$ cat config.mk
export PLATFORM = sky130hd
export DESIGN_NAME = vga_sync_gen_flat
export DESIGN_NICKNAME = d
export VERILOG_FILES = /design/src/rtl/vga_sync_gen_if.sv /design/src/rtl/vga_sync_gen.sv /design/src/flat_wrapper.sv
export SDC_FILE = /design/constraint.sdc
export NUM_CORES = 1
export LEC_CHECK = 0
export BUFFER_PORTS_ARGS = -buffer_cell sky130_fd_sc_hd__buf_2
export CAP_MARGIN = 20
export CORE_ASPECT_RATIO = 0.75
export CORE_MARGIN = 1
export CORE_UTILIZATION = 52
export DETAILED_ROUTE_END_ITERATION = 16
export GPL_TIMING_DRIVEN = 0
export HOLD_SLACK_MARGIN = 0.03
export PLACE_DENSITY_LB_ADDON = 0.2
export SLEW_MARGIN = 20
export SYNTH_ARGS = -nofsm -noshare
export SYNTH_HDL_FRONTEND = slang
export SYNTH_SLANG_ARGS = --single-unit
export TNS_END_PERCENT = 20
$ cat constraint.sdc
create_clock -name clk -period 1.75 [get_ports clk]
set_input_delay 0.175 -clock clk [delete_from_list [all_inputs] [get_ports clk]]
set_output_delay 0.175 -clock clk [all_outputs]
set_load 0.01 [all_outputs]
$ cat src/rtl/vga_sync_gen_if.sv
// Raster timing bundle from the sync generator to the character memory stage.
interface vga_sync_gen_if;
  logic        xsync;
  logic        ysync;
  logic [11:0] xpos;
  logic [11:0] ypos;
  logic        valid;
  logic        pix_tick;
  logic        frame_start;
  logic        blink;

  modport master (
    output xsync, ysync, xpos, ypos, valid, pix_tick, frame_start, blink
  );

  modport slave (
    input xsync, ysync, xpos, ypos, valid, pix_tick, frame_start, blink
  );
endinterface

$ cat src/rtl/vga_sync_gen.sv
// VGA raster timing: pixel-tick divider, h/v counters, registered syncs,
// pixel position, visible flag, frame strobe and blink phase.
module vga_sync_gen #(
  parameter int unsigned CLK_DIV      = 4,
  parameter int unsigned H_ACTIVE     = 640,
  parameter int unsigned H_FP         = 16,
  parameter int unsigned H_SYNC       = 96,
  parameter int unsigned H_BP         = 48,
  parameter int unsigned V_ACTIVE     = 480,
  parameter int unsigned V_FP         = 10,
  parameter int unsigned V_SYNC       = 2,
  parameter int unsigned V_BP         = 33,
  parameter int unsigned SYNC_POL     = 0,
  parameter int unsigned BLINK_FRAMES = 30
) (
  input  logic           clk,
  input  logic           clr,
  vga_sync_gen_if.master vga
);
  localparam int unsigned CW      = 12;
  localparam int unsigned H_TOTAL = H_ACTIVE + H_FP + H_SYNC + H_BP;
  localparam int unsigned V_TOTAL = V_ACTIVE + V_FP + V_SYNC + V_BP;
  localparam int unsigned DIV_W   = (CLK_DIV > 1) ? $clog2(CLK_DIV) : 1;
  localparam int unsigned FC_W    = (BLINK_FRAMES > 1) ? $clog2(BLINK_FRAMES) : 1;
  localparam logic        SYNC_ACT = 1'(SYNC_POL);

  logic [DIV_W-1:0] div;
  logic [CW-1:0]    hcnt;
  logic [CW-1:0]    vcnt;
  logic [FC_W-1:0]  fcnt;

  logic tick;
  logic h_sync_win;
  logic v_sync_win;
  logic visible;
  logic at_origin;
  logic h_last;
  logic v_last;

  // Decode of the current counter position; loaded into the outputs on a tick.
  always_comb begin
    tick       = (div == DIV_W'(CLK_DIV - 1));
    h_sync_win = (hcnt >= CW'(H_ACTIVE + H_FP)) && (hcnt < CW'(H_ACTIVE + H_FP + H_SYNC));
    v_sync_win = (vcnt >= CW'(V_ACTIVE + V_FP)) && (vcnt < CW'(V_ACTIVE + V_FP + V_SYNC));
    visible    = (hcnt < CW'(H_ACTIVE)) && (vcnt < CW'(V_ACTIVE));
    at_origin  = (hcnt == '0) && (vcnt == '0);
    h_last     = (hcnt == CW'(H_TOTAL - 1));
    v_last     = (vcnt == CW'(V_TOTAL - 1));
  end

  always_ff @(posedge clk or posedge clr) begin
    if (clr) begin
      div             <= '0;
      hcnt            <= '0;
      vcnt            <= '0;
      fcnt            <= '0;
      vga.xsync       <= ~SYNC_ACT;
      vga.ysync       <= ~SYNC_ACT;
      vga.xpos        <= '0;
      vga.ypos        <= '0;
      vga.valid       <= 1'b0;
      vga.pix_tick    <= 1'b0;
      vga.frame_start <= 1'b0;
      vga.blink       <= 1'b0;
    end else begin
      vga.pix_tick <= tick;
      div          <= tick ? '0 : DIV_W'(div + 1'b1);

      if (tick) begin
        vga.xpos        <= hcnt;
        vga.ypos        <= vcnt;
        vga.valid       <= visible;
        vga.xsync       <= h_sync_win ? SYNC_ACT : ~SYNC_ACT;
        vga.ysync       <= v_sync_win ? SYNC_ACT : ~SYNC_ACT;
        vga.frame_start <= at_origin;

        if (h_last) begin
          hcnt <= '0;
          vcnt <= v_last ? '0 : CW'(vcnt + 1'b1);
        end else begin
          hcnt <= CW'(hcnt + 1'b1);
        end

        // Blink phase advances once per frame, on the tick that emits the origin.
        if (at_origin) begin
          if (fcnt == FC_W'(BLINK_FRAMES - 1)) begin
            fcnt      <= '0;
            vga.blink <= ~vga.blink;
          end else begin
            fcnt <= FC_W'(fcnt + 1'b1);
          end
        end
      end
    end
  end
endmodule

$ cat src/flat_wrapper.sv
// flat-port wrapper written by rule: the top's interface ports become plain ports
module vga_sync_gen_flat 
#(
  parameter int unsigned CLK_DIV      = 4,
  parameter int unsigned H_ACTIVE     = 640,
  parameter int unsigned H_FP         = 16,
  parameter int unsigned H_SYNC       = 96,
  parameter int unsigned H_BP         = 48,
  parameter int unsigned V_ACTIVE     = 480,
  parameter int unsigned V_FP         = 10,
  parameter int unsigned V_SYNC       = 2,
  parameter int unsigned V_BP         = 33,
  parameter int unsigned SYNC_POL     = 0,
  parameter int unsigned BLINK_FRAMES = 30
)
  (clk, clr, vga_xsync, vga_ysync, vga_xpos, vga_ypos, vga_valid, vga_pix_tick, vga_frame_start, vga_blink);
  vga_sync_gen_if vga_i ();
  input  logic clk;
  input  logic clr;
  output wire logic [$bits(vga_i.xsync)-1:0] vga_xsync;
  output wire logic [$bits(vga_i.ysync)-1:0] vga_ysync;
  output wire logic [$bits(vga_i.xpos)-1:0] vga_xpos;
  output wire logic [$bits(vga_i.ypos)-1:0] vga_ypos;
  output wire logic [$bits(vga_i.valid)-1:0] vga_valid;
  output wire logic [$bits(vga_i.pix_tick)-1:0] vga_pix_tick;
  output wire logic [$bits(vga_i.frame_start)-1:0] vga_frame_start;
  output wire logic [$bits(vga_i.blink)-1:0] vga_blink;
  assign vga_xsync = vga_i.xsync;
  assign vga_ysync = vga_i.ysync;
  assign vga_xpos = vga_i.xpos;
  assign vga_ypos = vga_i.ypos;
  assign vga_valid = vga_i.valid;
  assign vga_pix_tick = vga_i.pix_tick;
  assign vga_frame_start = vga_i.frame_start;
  assign vga_blink = vga_i.blink;
  vga_sync_gen #(.CLK_DIV(CLK_DIV), .H_ACTIVE(H_ACTIVE), .H_FP(H_FP), .H_SYNC(H_SYNC), .H_BP(H_BP), .V_ACTIVE(V_ACTIVE), .V_FP(V_FP), .V_SYNC(V_SYNC), .V_BP(V_BP), .SYNC_POL(SYNC_POL), .BLINK_FRAMES(BLINK_FRAMES)) u_core (.clk(clk), .clr(clr), .vga(vga_i));
endmodule
After elaboration in Yosys (flattened, before gate mapping) --
Index checks and enable logic that the tools add are counted.
Storage, ports and cells: flip-flop bits (word level) 61, logic and storage cells 42, output and inout bits 30, input bits 2
Operators by class: multiplexer cells 6, equality and inequality tests 4, $add $sub $neg 4, bitwise operators 1, reduce and logical (&&, ||, !) cells 9, $lt $le $gt $ge 6
Operators with widths (count):
- $add A12 B1 Y12 const B | 2
- $eq A12 B10 Y1 const B | 2
- $logic_not A12 Y1 | 2
- $lt A12 B10 Y1 const B | 2
- $lt A12 B9 Y1 const B | 2
- $mux W12 | 2
- $ge A12 B10 Y1 const B | 1
- $ge A12 B9 Y1 const B | 1
- $add A5 B1 Y5 const B | 1
- $eq A5 B5 Y1 const B | 1
- $mux W5 | 1
- $logic_and A1 B1 Y1 | 4
- $reduce_and A2 Y1 | 2
- $reduce_and A3 Y1 | 1
- $add A2 B1 Y2 const B | 1
- $eq A2 B2 Y1 const B | 1
- $mux W1 | 2
- $mux W2 | 1
- $not A1 Y1 | 1

Longest topological paths before layout --
Gate-level depths: netlist of run 1.
word-level depth 3, depth in mapped cells 7, mapped depth without buffers 6

Worst setup path after synthesis of run 1 --
No wires, ideal clock.
path kind register to register, from reg u_core.vcnt[0], to reg u_core.fcnt[1], setup slack -0.032 ns, period minus slack after synthesis 1.782 ns, data required time 1.625 ns, cell stages (with the launch flop) 8, arrival 1.657 ns, path buffers 1, cell sequence dfrtp_1 inv_1 ha_1 nor4b_2 nand2_2 or2_1 buf_6 mux2_4
Between the ends: cells in the longest elaborated chain, start to end 3
Ends and longest elaborated chain:
- from (decl) | RTL line vga_sync_gen.sv:29 | logic [CW-1:0] vcnt;
- from (signal assigned) | RTL line vga_sync_gen.sv:79 | vcnt <= v_last ? '0 : CW'(vcnt + 1'b1);
- $logic_not A12 Y1 | RTL line vga_sync_gen.sv:46 | at_origin = (hcnt == '0) && (vcnt == '0);
- $logic_and A1 B1 Y1 | RTL line vga_sync_gen.sv:46
- $reduce_and A2 Y1 (no line)
- to (signal assigned) | RTL line vga_sync_gen.sv:90 | fcnt <= FC_W'(fcnt + 1'b1);
- to (decl) | RTL line vga_sync_gen.sv:30 | logic [FC_W-1:0] fcnt;
Every way passes these cells. A chain may end at the register's enable or synchronous reset.

Final worst setup path of run 1 --
from reg u_core.vcnt[5], to reg u_core.fcnt[1]
The elaborated chain is that of the path after synthesis.

==> metrics.txt, run 1 <==
Pwr Density 779 mW/mm2; largest family of logic cells by synthesized area simple AND/OR/NAND/NOR gates; LEAKAGE 1.67 nW; first-pass GRT wire length 9.79 mm; Async S/R FF share, synth 100%; Worst-Margin Slew 0.527 ns; CTS tree yes; period utilisation layout 103%; Worst path max stage delay 0.48 ns; Max Buffers Root-to-Sink 2; Worst path slowest cell dfrtp_1; mux cell area share after synthesis 10.3%; Filler cells 360; DRC errors left 0; Post-Syn Area per Cell 11.8 um2; CP bufs+invs 1; worst-skew pair later-pin latency 0.34 ns; largest net degree at the start of global routing 56; Crit Path Max Fanout 6; EDFF count, synth 0; ys flop type dfrtp_1; most frequent cells in the layout 52 x dfrtp_1, 33 x buf_2, 24 x mux2_2; drt initial violations 179; RSZ-0062 raised after global routing true; hpwl dp 3.93 mm; Crit Path Category reg -> reg; Crit. End Element flop; final setup vio count 1; Clock Skew 0.00504 ns; gpl congestion 0.811; final hold viol count 0; most common cell after layout, fill and taps aside dfrtp_1; fraction of the mapped netlist area in adder cells 3.06%; area share of the largest cell type after synthesis 51.6%; area delta synth->final 25.7%; Cell Area, Placed 0.00318 mm2; Cell Area, Synth 0.00286 mm2; post-synthesis xor/xnor area fraction 4.59%; min Tclk post-route 1.81 ns; vias in the first global route 1944; layout net count 305; Die ar. 0.00581 mm2; synth top area cells dfrtp_1 52%, mux2_2 9.4%, ha_1 3.1%; Unique masters post-synth 47; Via Count 2090; Cells after Synth 243; Worst Hold Class in -> async; vias per inst 5.62; worst path cell trace nor4_4 > nand2_2 > or2_1 > buf_6 > mux2_4; fmax 553 MHz; drt wl/cell 16.4 um; Final Util 70.6%; layout cell share with drive strength beyond 1 42.7%; Slew Viols, Final 0; Total GRT Usage 23.3%; Synth Warn # 0; leading area contributor after synthesis dfrtp_1; Syn Nets 252; clk sinks 61; delay-heaviest family, CP simple AND/OR/NAND/NOR gates; H-Tree Depth 3; outcome finished with violations; initial antenna violation count 0; Antenna Cells 0; core outline area 0.00509 mm2; failing checks setup timing; Worst Slack Setup Final -0.0571 ns; Buffers on Ports 31; routed wire length 6.11 mm; die span in x 87.7 um; Core Rows 22; sequential share of the synthesized area 53.4%; compound-gate portion of the synthesized area 6.38%; startpoint types flop; Worst IR Drop VDD 0.000625 V; Max Cap Viol 0; total grt overflow 0; CTS Root Cell clkbuf_8; #FFs+latches synth 61; DR pass1 iterations 4; Clock Pin Slew Worst Setup and Hold Paths 0.07 ns; CTS buffer count 9; Initial Util 56.2%; post-synthesis simple-gate area fraction 18.1%; Final ANT Viol Nets 0; Critical Path RT 1.98 ns; die height 66.2 um; # IOs 32; relative max-transition margin 64.9%; fin area 0.00360 mm2; Worst EP arrival 2.04 ns
-- where the power goes --
group	switching (mW)	internal, mW
Clock	0.530	0.824
Sequential	0	1.41
Combinational	0.0286	0.00926
-- final cells by class --
cell class	count	area, um2	share of cell area [%]
Clock buffer	10	138	3.83
Sequential cell	61	1540	42.8
Inverter	10	40.0	1.11
Timing Repair Buffer	43	275	7.65
Clock inverter	5	75.1	2.09
Multi-Input combinational cell	160	1360	37.8
Tap cell	72	90.1	2.51
Buffer	11	81.3	2.26
-- cells in the mapped netlist (2+ instances only) --
cell and n:
buf_6 4, o21ai_0 13, a31oi_1 2, nand2_1 17
xnor2_1 6, buf_1 3, clkbuf_1 2, buf_2 3
nor3_1 6, and2_1 2, nand3_1 12, nand4_1 8
a21oi_1 2, mux2_2 24, nor4b_2 3, and3_1 3
nor4_1 3, dfrtp_1 59, nor2_1 10, inv_1 10
and4_1 3, ha_1 7, nor4_2 3, xor2_1 9
o31ai_1 6, dfstp_2 2
-- sequential cells by signal (all words and copies together) (netlist names) --
signal	count
u_core.div	2
u_core.fcnt	5
u_core.hcnt	12
u_core.vcnt	12
u_core.vga.blink	1
u_core.vga.frame_start	1
u_core.vga.pix_tick	1
u_core.vga.valid	1
u_core.vga.xpos	12
u_core.vga.xsync	1
u_core.vga.ypos	12
u_core.vga.ysync	1
-- kinds of logic (layout without fill, tap and decap cells) --
family / after synthesis / count (layout)
xor gates and xnor gates: 15 / 15
DFF: 61 / 61
and+or+nand+nor: 83 / 83
muxes: 26 / 26
adders and majority gates: 7 / 7
buffers and inverters: 22 / 79
AOI/OAI and AO/OA: 29 / 29
-- final timing paths --
path                       depth (start not counted)  slack (ns)               end              from
max reg2reg                                        5       -0.06    u_core.fcnt[1]    u_core.vcnt[5]
min reg2reg                                        1        0.46  u_core.vga.blink  u_core.vga.blink
min                                                3        0.27    u_core.fcnt[1]               clr
max                                                5       -0.06    u_core.fcnt[1]    u_core.vcnt[5]
min in group clk                                   1        0.46  u_core.vga.blink  u_core.vga.blink
max in group asynchronous                          4        0.95  u_core.vga.xsync               clr
-- worst reg2reg max path, delay by kind of cell, from the launching register on --
family,cells,cell delay [ns]
AND/OR/NAND/NOR,3,0.80
multiplexers,1,0.29
flip-flops,1,0.48
buffers and inverters,1,0.14
-- layer usage --
| layer | track usage (%) | vias up | share of wire (%) |
|---|---|---|---|
| met5 | 0 | - | 0 |
| met4 | 7.38 | 0 | 1.4 |
| met3 | 8.36 | 10 | 4.5 |
| met2 | 32.7 | 52 | 44 |
| met1 | 33.3 | 1044 | 50 |
| li1 | - | 984 | - |
-- what timing repair did --
item                                   4_1_cts  5_1_grt
buffers inserted                             5        5
hold buffers                                 1        0
setup endpoints to repair                   23       23
endpoints found under the hold margin       59        0
pin swaps                                    2        7
cloned                                       0        0
gates resized for setup                     10       23
-- per-stage QoR --
step,total power [mW],TNS (ns),hold slack [ns],worst slack (ns),instances
finish,2.80,-0.0571,0.274,-0.0571,372
global route,2.89,-0.414,0.293,-0.118,372
CTS,2.83,-0.318,0.250,-0.145,368
detailed placement,1.47,-1.77,0.0732,-0.235,347
global placement,1.47,-42.94,0.415,-0.693,346
floorplan,1.46,0,0.403,0.000648,243
Power figures use the tool's default switching activity.
==> run 2, diff against run 1 <==
--- a/config.mk
+++ b/config.mk
@@ -11,7 +11,6 @@
 export CORE_MARGIN = 1
 export CORE_UTILIZATION = 52
 export DETAILED_ROUTE_END_ITERATION = 16
-export GPL_TIMING_DRIVEN = 0
 export HOLD_SLACK_MARGIN = 0.03
 export PLACE_DENSITY_LB_ADDON = 0.2
 export SLEW_MARGIN = 20
==> run 2 against run 1 <==
  * The flow now finishes without violations
  * Critical path type unchanged
  * Largest cell class unchanged
  * Power grew 3.1%
  * Sequential power barely moved
  * Largest power group is now the clock network
  * Count of clock-buffer cells in the layout is 1 higher
  * Highest routed layer unchanged
  * Critical endpoint is now u_core.vcnt[2]
  * Die area unchanged
  * Routed wire length up 5.5%
  * Sequential share of layout area down 1.1 points
  * Non-clock buffer count grew 18
  * Clock skew increased by 0.0022 ns
  * First-iteration DRC count decreased by 31%
  * Final area rose by 2.2%
  * Utilization is 1.5 points higher
  * Global-route usage up 1.9 points
==> metrics.txt, run 2 (synthesized netlist as in run 1, its figures left out) <==
die span in x 87.7 um (unchanged); most frequent cells in the layout 58 x dfrtp_1, 38 x buf_4, 31 x buf_2 (was 52 x dfrtp_1, 33 x buf_2, 24 x mux2_2); internal power 2.29 mW (was 2.24 mW); Worst EP arrival 2.00 ns (was 2.04 ns); hpwl dp 4.34 mm (was 3.93 mm); Initial Util 56.2% (unchanged); vias in the first global route 2177 (was 1944); Max Buffers Root-to-Sink 2 (unchanged); layout net count 324 (was 305); Crit Path Max Fanout 6 (unchanged); Total GRT Usage 25.2% (was 23.3%); multi-input logic area 0.00130 mm2 (was 0.00136 mm2); startpoint types flop (unchanged); routed wire length 6.45 mm (was 6.11 mm); # IOs 32 (unchanged); Final Util 72.2% (was 70.6%); period utilisation layout 98.8% (was 103%); Via Count 2175 (was 2090); initial antenna violation count 0 (unchanged); Buffers on Ports 31 (unchanged); final hold viol count 0 (unchanged); relative max-transition margin 75.5% (was 64.9%); layout cell share with drive strength beyond 1 42.8% (was 42.7%); CTS tree yes (unchanged); RSZ-0062 raised after global routing true (unchanged); total grt overflow 0 (unchanged); Final ANT Viol Nets 0 (unchanged); die height 66.2 um (unchanged); LEAKAGE 1.77 nW (was 1.67 nW); gpl congestion 0.863 (was 0.811); Max Cap Viol 0 (unchanged); outcome finished clean (was finished with violations); Filler cells 349 (was 360); Worst IR Drop VDD 0.000604 V (was 0.000625 V); Sw Share 20.6% (was 19.9%); Crit. End Element flop (unchanged); setup slack, reg-to-reg 0.02 ns (was -0.06 ns); NetSw 0.595 mW (was 0.559 mW); Die ar. 0.00581 mm2 (unchanged); clock share of power 50.0% (was 48.3%); Slew Viols, Final 0 (unchanged); most common cell after layout, fill and taps aside dfrtp_1 (unchanged); Clock Pin Slew Worst Setup and Hold Paths 0.07 ns (about the same); Combinational Power Share 1.2% (was 1.4%); DRC errors left 0 (unchanged); fmax 579 MHz (was 553 MHz); drt initial violations 123 (was 179); final setup vio count 0 (was 1); Worst-Margin Slew 0.364 ns (was 0.527 ns); Antenna Cells 0 (unchanged); first-pass GRT wire length 10.7 mm (was 9.79 mm); clk sinks 61 (unchanged); area delta synth->final 28.4% (was 25.7%); CTS buffer count 9 (unchanged); min Tclk post-route 1.73 ns (was 1.81 ns); CTS Root Cell clkbuf_8 (unchanged); Pwr Density 786 mW/mm2 (was 779 mW/mm2); Worst Hold Class in -> async (unchanged); Clock Skew 0.00726 ns (was 0.00504 ns); DR pass1 iterations 6 (was 4); largest net degree at the start of global routing 47 (was 56); vias per inst 5.55 (was 5.62); Core Rows 22 (unchanged); register area 0.00153 mm2 (was 0.00154 mm2); drt wl/cell 16.4 um (about the same); H-Tree Depth 3 (unchanged); core outline area 0.00509 mm2 (unchanged); Critical Path RT 2.02 ns (was 1.98 ns); worst-skew pair later-pin latency 0.36 ns (was 0.34 ns); Power Total 2.89 mW (was 2.80 mW); Crit Path Category reg -> reg (unchanged); Seq pwr share 48.8% (was 50.3%)
## run 2: cell types whose count changed in the layout (fill, tap and decap cells not counted), sizes merged
cell,delta
buf,+22
clkinv,-3
clkinvlp,+3
clkbuf,-3
nand3,+1
## run 2: path summary, 6_finish.rpt
| kind | start | endpoint | depth (start not counted) |
|---|---|---|---|
| max in group asynchronous | clr | u_core.vga.xsync | 4 |
| min in group clk | u_core.div[0] | u_core.div[0] | 1 |
| max | u_core.hcnt[0] | u_core.vcnt[2] | 7 |
| min reg2reg | u_core.div[0] | u_core.div[0] | 1 |
| max reg2reg | u_core.hcnt[0] | u_core.vcnt[2] | 7 |
| min | clr | u_core.vga.ypos[11] | 3 |
## run 2: metal layers
metal | GRT usage, % | routed length [um] | vias to the layer above
li1 | - | - | 1024
met1 | 36.7 | 3010 | 1067
met2 | 35.1 | 2960 | 75
met3 | 6.99 | 385 | 9
met4 | 10.7 | 92 | 0
met5 | 0 | 0 | -
## run 2: what timing repair did
item	CTS	global route
pin swaps	0	5
setup endpoints to repair	1	14
setup buffers	0	4
hold buffers	1	0
resized for setup	1	11
gates cloned	0	1
hold endpoints to repair	14	0
## run 2: stage by stage
step	hold slack (ns)	cells	cell area [um2]	TNS (ns)	setup slack, ns
4_1_cts	0.335	387	3600	-0.0423	-0.0405
2_1_floorplan	0.403	243	2900	0	0.000648
3_5_place_dp	0.169	370	3350	-0.0536	-0.0529
6_report	0.329	392	3670	0	0.0217
3_3_place_gp	0.167	370	3350	-0.00647	-0.00647
5_1_grt	0.386	392	3670	-0.281	-0.0663
## run 2: cell type report
| type | count | area share (%) |
|---|---|---|
| inverter | 10 | 1.02 |
| tap | 72 | 2.45 |
| clock inverter | 5 | 2.25 |
| sequential | 61 | 41.6 |
| clock buffer | 11 | 4.12 |
| multi-input combinational | 161 | 35.4 |
| timing repair buffer | 72 | 13.1 |
## run 2: power by group through the flow
| stage | clock network, mW | registers [mW] | logic [mW] |
|---|---|---|---|
| floorplan | 0 | 1.44 | 0.0205 |
| global placement | 0 | 1.44 | 0.0351 |
| detailed placement | 0 | 1.44 | 0.0351 |
| CTS | 1.46 | 1.41 | 0.0367 |
| global route | 1.52 | 1.41 | 0.0410 |
| finish | 1.45 | 1.41 | 0.0342 |
## run 2: critical path, cell delays in order, from the launching register on
cell	delay [ns]
dfrtp_1	0.43
ha_2	0.22
and4_4	0.27
buf_4	0.13
and3_2	0.23
buf_4	0.15
nand2_1	0.05
o21ai_1	0.15
==> run 3, diff against run 2 <==
--- a/config.mk
+++ b/config.mk
@@ -10,6 +10,7 @@
 export CORE_ASPECT_RATIO = 0.75
 export CORE_MARGIN = 1
 export CORE_UTILIZATION = 52
+export CTS_BUF_LIST = sky130_fd_sc_hd__clkbuf_16
 export DETAILED_ROUTE_END_ITERATION = 16
 export HOLD_SLACK_MARGIN = 0.03
 export PLACE_DENSITY_LB_ADDON = 0.2
==> run 3 against run 2 <==
  * Cell count is the same
  * Power grew 14%
  * Die area is the same
  * Final area grew 2.4%
  * Largest cell class unchanged
==> metrics.txt, run 3 (synthesized netlist as in run 1, its figures left out) <==
outcome finished clean (unchanged); layout net count 324 (unchanged); Worst Slack Setup Final 0.0176 ns (was 0.0217 ns); most common cell after layout, fill and taps aside dfrtp_1 (unchanged); hpwl dp 4.34 mm (unchanged); Pwr Density 877 mW/mm2 (was 786 mW/mm2); LEAKAGE 1.80 nW (was 1.77 nW); worst-skew pair later-pin latency 0.33 ns (was 0.36 ns); worst path cell trace ha_2 > and4_4 > buf_4 > and3_4 > buf_4 > nand2_1 > o21ai_1 (was ha_2 > and4_4 > buf_4 > and3_2 > buf_4 > nand2_1 > o21ai_1); final hold viol count 0 (unchanged); RSZ-0062 raised after global routing true (unchanged); Worst path max stage delay 0.43 ns (about the same); register area 0.00153 mm2 (unchanged); Worst-Margin Slew 0.368 ns (was 0.364 ns); DRC errors left 0 (unchanged); Crit Path Category reg -> reg (unchanged); most frequent cells in the layout 58 x dfrtp_1, 39 x buf_4, 31 x buf_2 (was 58 x dfrtp_1, 38 x buf_4, 31 x buf_2); WHS 0.358 ns (was 0.329 ns); Antenna Cells 0 (unchanged); largest net degree at the start of global routing 47 (unchanged); Worst IR Drop VDD 0.000511 V (was 0.000604 V); routed wire length 6.73 mm (was 6.45 mm); gpl congestion 0.863 (unchanged); startpoint types flop (unchanged); Crit. End Element flop (unchanged); Filler cells 343 (was 349); Clock Pin Slew Worst Setup and Hold Paths 0.05 ns (was 0.07 ns); core outline area 0.00509 mm2 (unchanged); uppermost layer routed met4 (unchanged); Buffers on Ports 31 (unchanged); min Tclk post-route 1.73 ns (about the same); critical path depth 7 (unchanged); # IOs 32 (unchanged); worst reg2reg path depth 7 (unchanged); Crit path top cell by count buf_4 (unchanged); Max Buffers Root-to-Sink 2 (unchanged); initial antenna violation count 0 (unchanged); layout cell share with drive strength beyond 1 42.8% (unchanged); drt initial violations 121 (was 123); WL met2 3.00 mm (was 2.96 mm); CTS buffer count 9 (unchanged); delay-heaviest family, CP simple AND/OR/NAND/NOR gates (unchanged); M1 WL 3.22 mm (was 3.01 mm); Worst Hold Class in -> async (unchanged); Die ar. 0.00581 mm2 (unchanged); Cell Area, Placed 0.00335 mm2 (unchanged); Final ANT Viol Nets 0 (unchanged); fin area 0.00376 mm2 (was 0.00367 mm2); H-Tree Depth 3 (unchanged); Via Count 2195 (was 2175); multi-input logic area 0.00131 mm2 (was 0.00130 mm2); first-pass GRT wire length 10.9 mm (was 10.7 mm); fmax 577 MHz (was 579 MHz); Power Total 3.30 mW (was 2.89 mW); WL met3 394 um (was 385 um); Critical Path RT 1.99 ns (was 2.02 ns); Core Rows 22 (unchanged); die height 66.2 um (unchanged); Slew Viols, Final 0 (unchanged); Max Cap Viol 0 (unchanged); Final Util 73.9% (was 72.2%); clk sinks 61 (unchanged); vias in the first global route 2154 (was 2177); CP bufs+invs 2 (unchanged); vias per inst 5.60 (was 5.55); Initial Util 56.2% (unchanged); Worst EP arrival 1.98 ns (was 2.00 ns); total grt overflow 0 (unchanged); relative max-transition margin 75.3% (was 75.5%); Crit Path Max Fanout 6 (unchanged); DR pass1 iterations 4 (was 6); Total GRT Usage 25.4% (was 25.2%); area delta synth->final 31.5% (was 28.4%); die span in x 87.7 um (unchanged); DP Worst Slack -0.0529 ns (unchanged); CTS tree yes (unchanged); Clock Skew 0.00600 ns (was 0.00726 ns); CTS Root Cell clkbuf_16 (was clkbuf_8); drt wl/cell 17.2 um (was 16.4 um); period utilisation layout 99.0% (was 98.8%); Worst path slowest cell dfrtp_1 (unchanged); final setup vio count 0 (unchanged)
==> run 3: cell type report <==
class	instances	share of cell area (%)
Multi-Input combinational cell	161	34.9
Clock inverter	7	2.39
Timing Repair Buffer	72	12.7
Clock buffer	9	5.98
Sequential cell	61	40.7
Inverter	10	0.997
Tap cell	72	2.39
==> run 3: worst min-delay path, delay by kind of cell <==
family	cells	cell delay, ns
buffers and inverters	3	0.91
==> run 3: routing by layer <==
layer | GRT usage [%] | vias up
li1 | - | 1022
met5 | 0 | -
met4 | 6.56 | 0
met2 | 35.7 | 84
met3 | 8.36 | 15
met1 | 37.7 | 1074
==> run 3: final timing paths <==
| path | startpoint | end | slack, ns |
|---|---|---|---|
| max in group asynchronous | clr | u_core.vga.xsync | 0.78 |
| hold reg to reg | u_core.div[0] | u_core.div[0] | 0.45 |
| setup / recovery | u_core.hcnt[0] | u_core.vcnt[2] | 0.02 |
| min in group clk | u_core.div[0] | u_core.div[0] | 0.45 |
| hold / removal | clr | u_core.vga.ypos[11] | 0.36 |
| setup reg to reg | u_core.hcnt[0] | u_core.vcnt[2] | 0.02 |
==> run 3: per-stage QoR <==
step                instances  setup TNS (ns)
floorplan                 243               0
global placement          370        -0.00647
detailed placement        370         -0.0536
CTS                       387         -0.0328
global route              392          -0.320
finish                    392               0
==> run 3: repair_timing <==
action	in CTS	in global routing
endpoints found under the setup margin	1	15
resized for setup	1	12
setup buffers	0	4
pin swaps	0	4
hold endpoints to repair	14	0
cloned	0	1
hold buffers	1	0
==> run 3: report_power, final <==
group | internal [mW] | total (mW) | switching (mW)
Clock | 1.23 | 1.86 | 0.622
Combinational | 0.00706 | 0.0343 | 0.0273
Sequential | 1.41 | 1.41 | 0
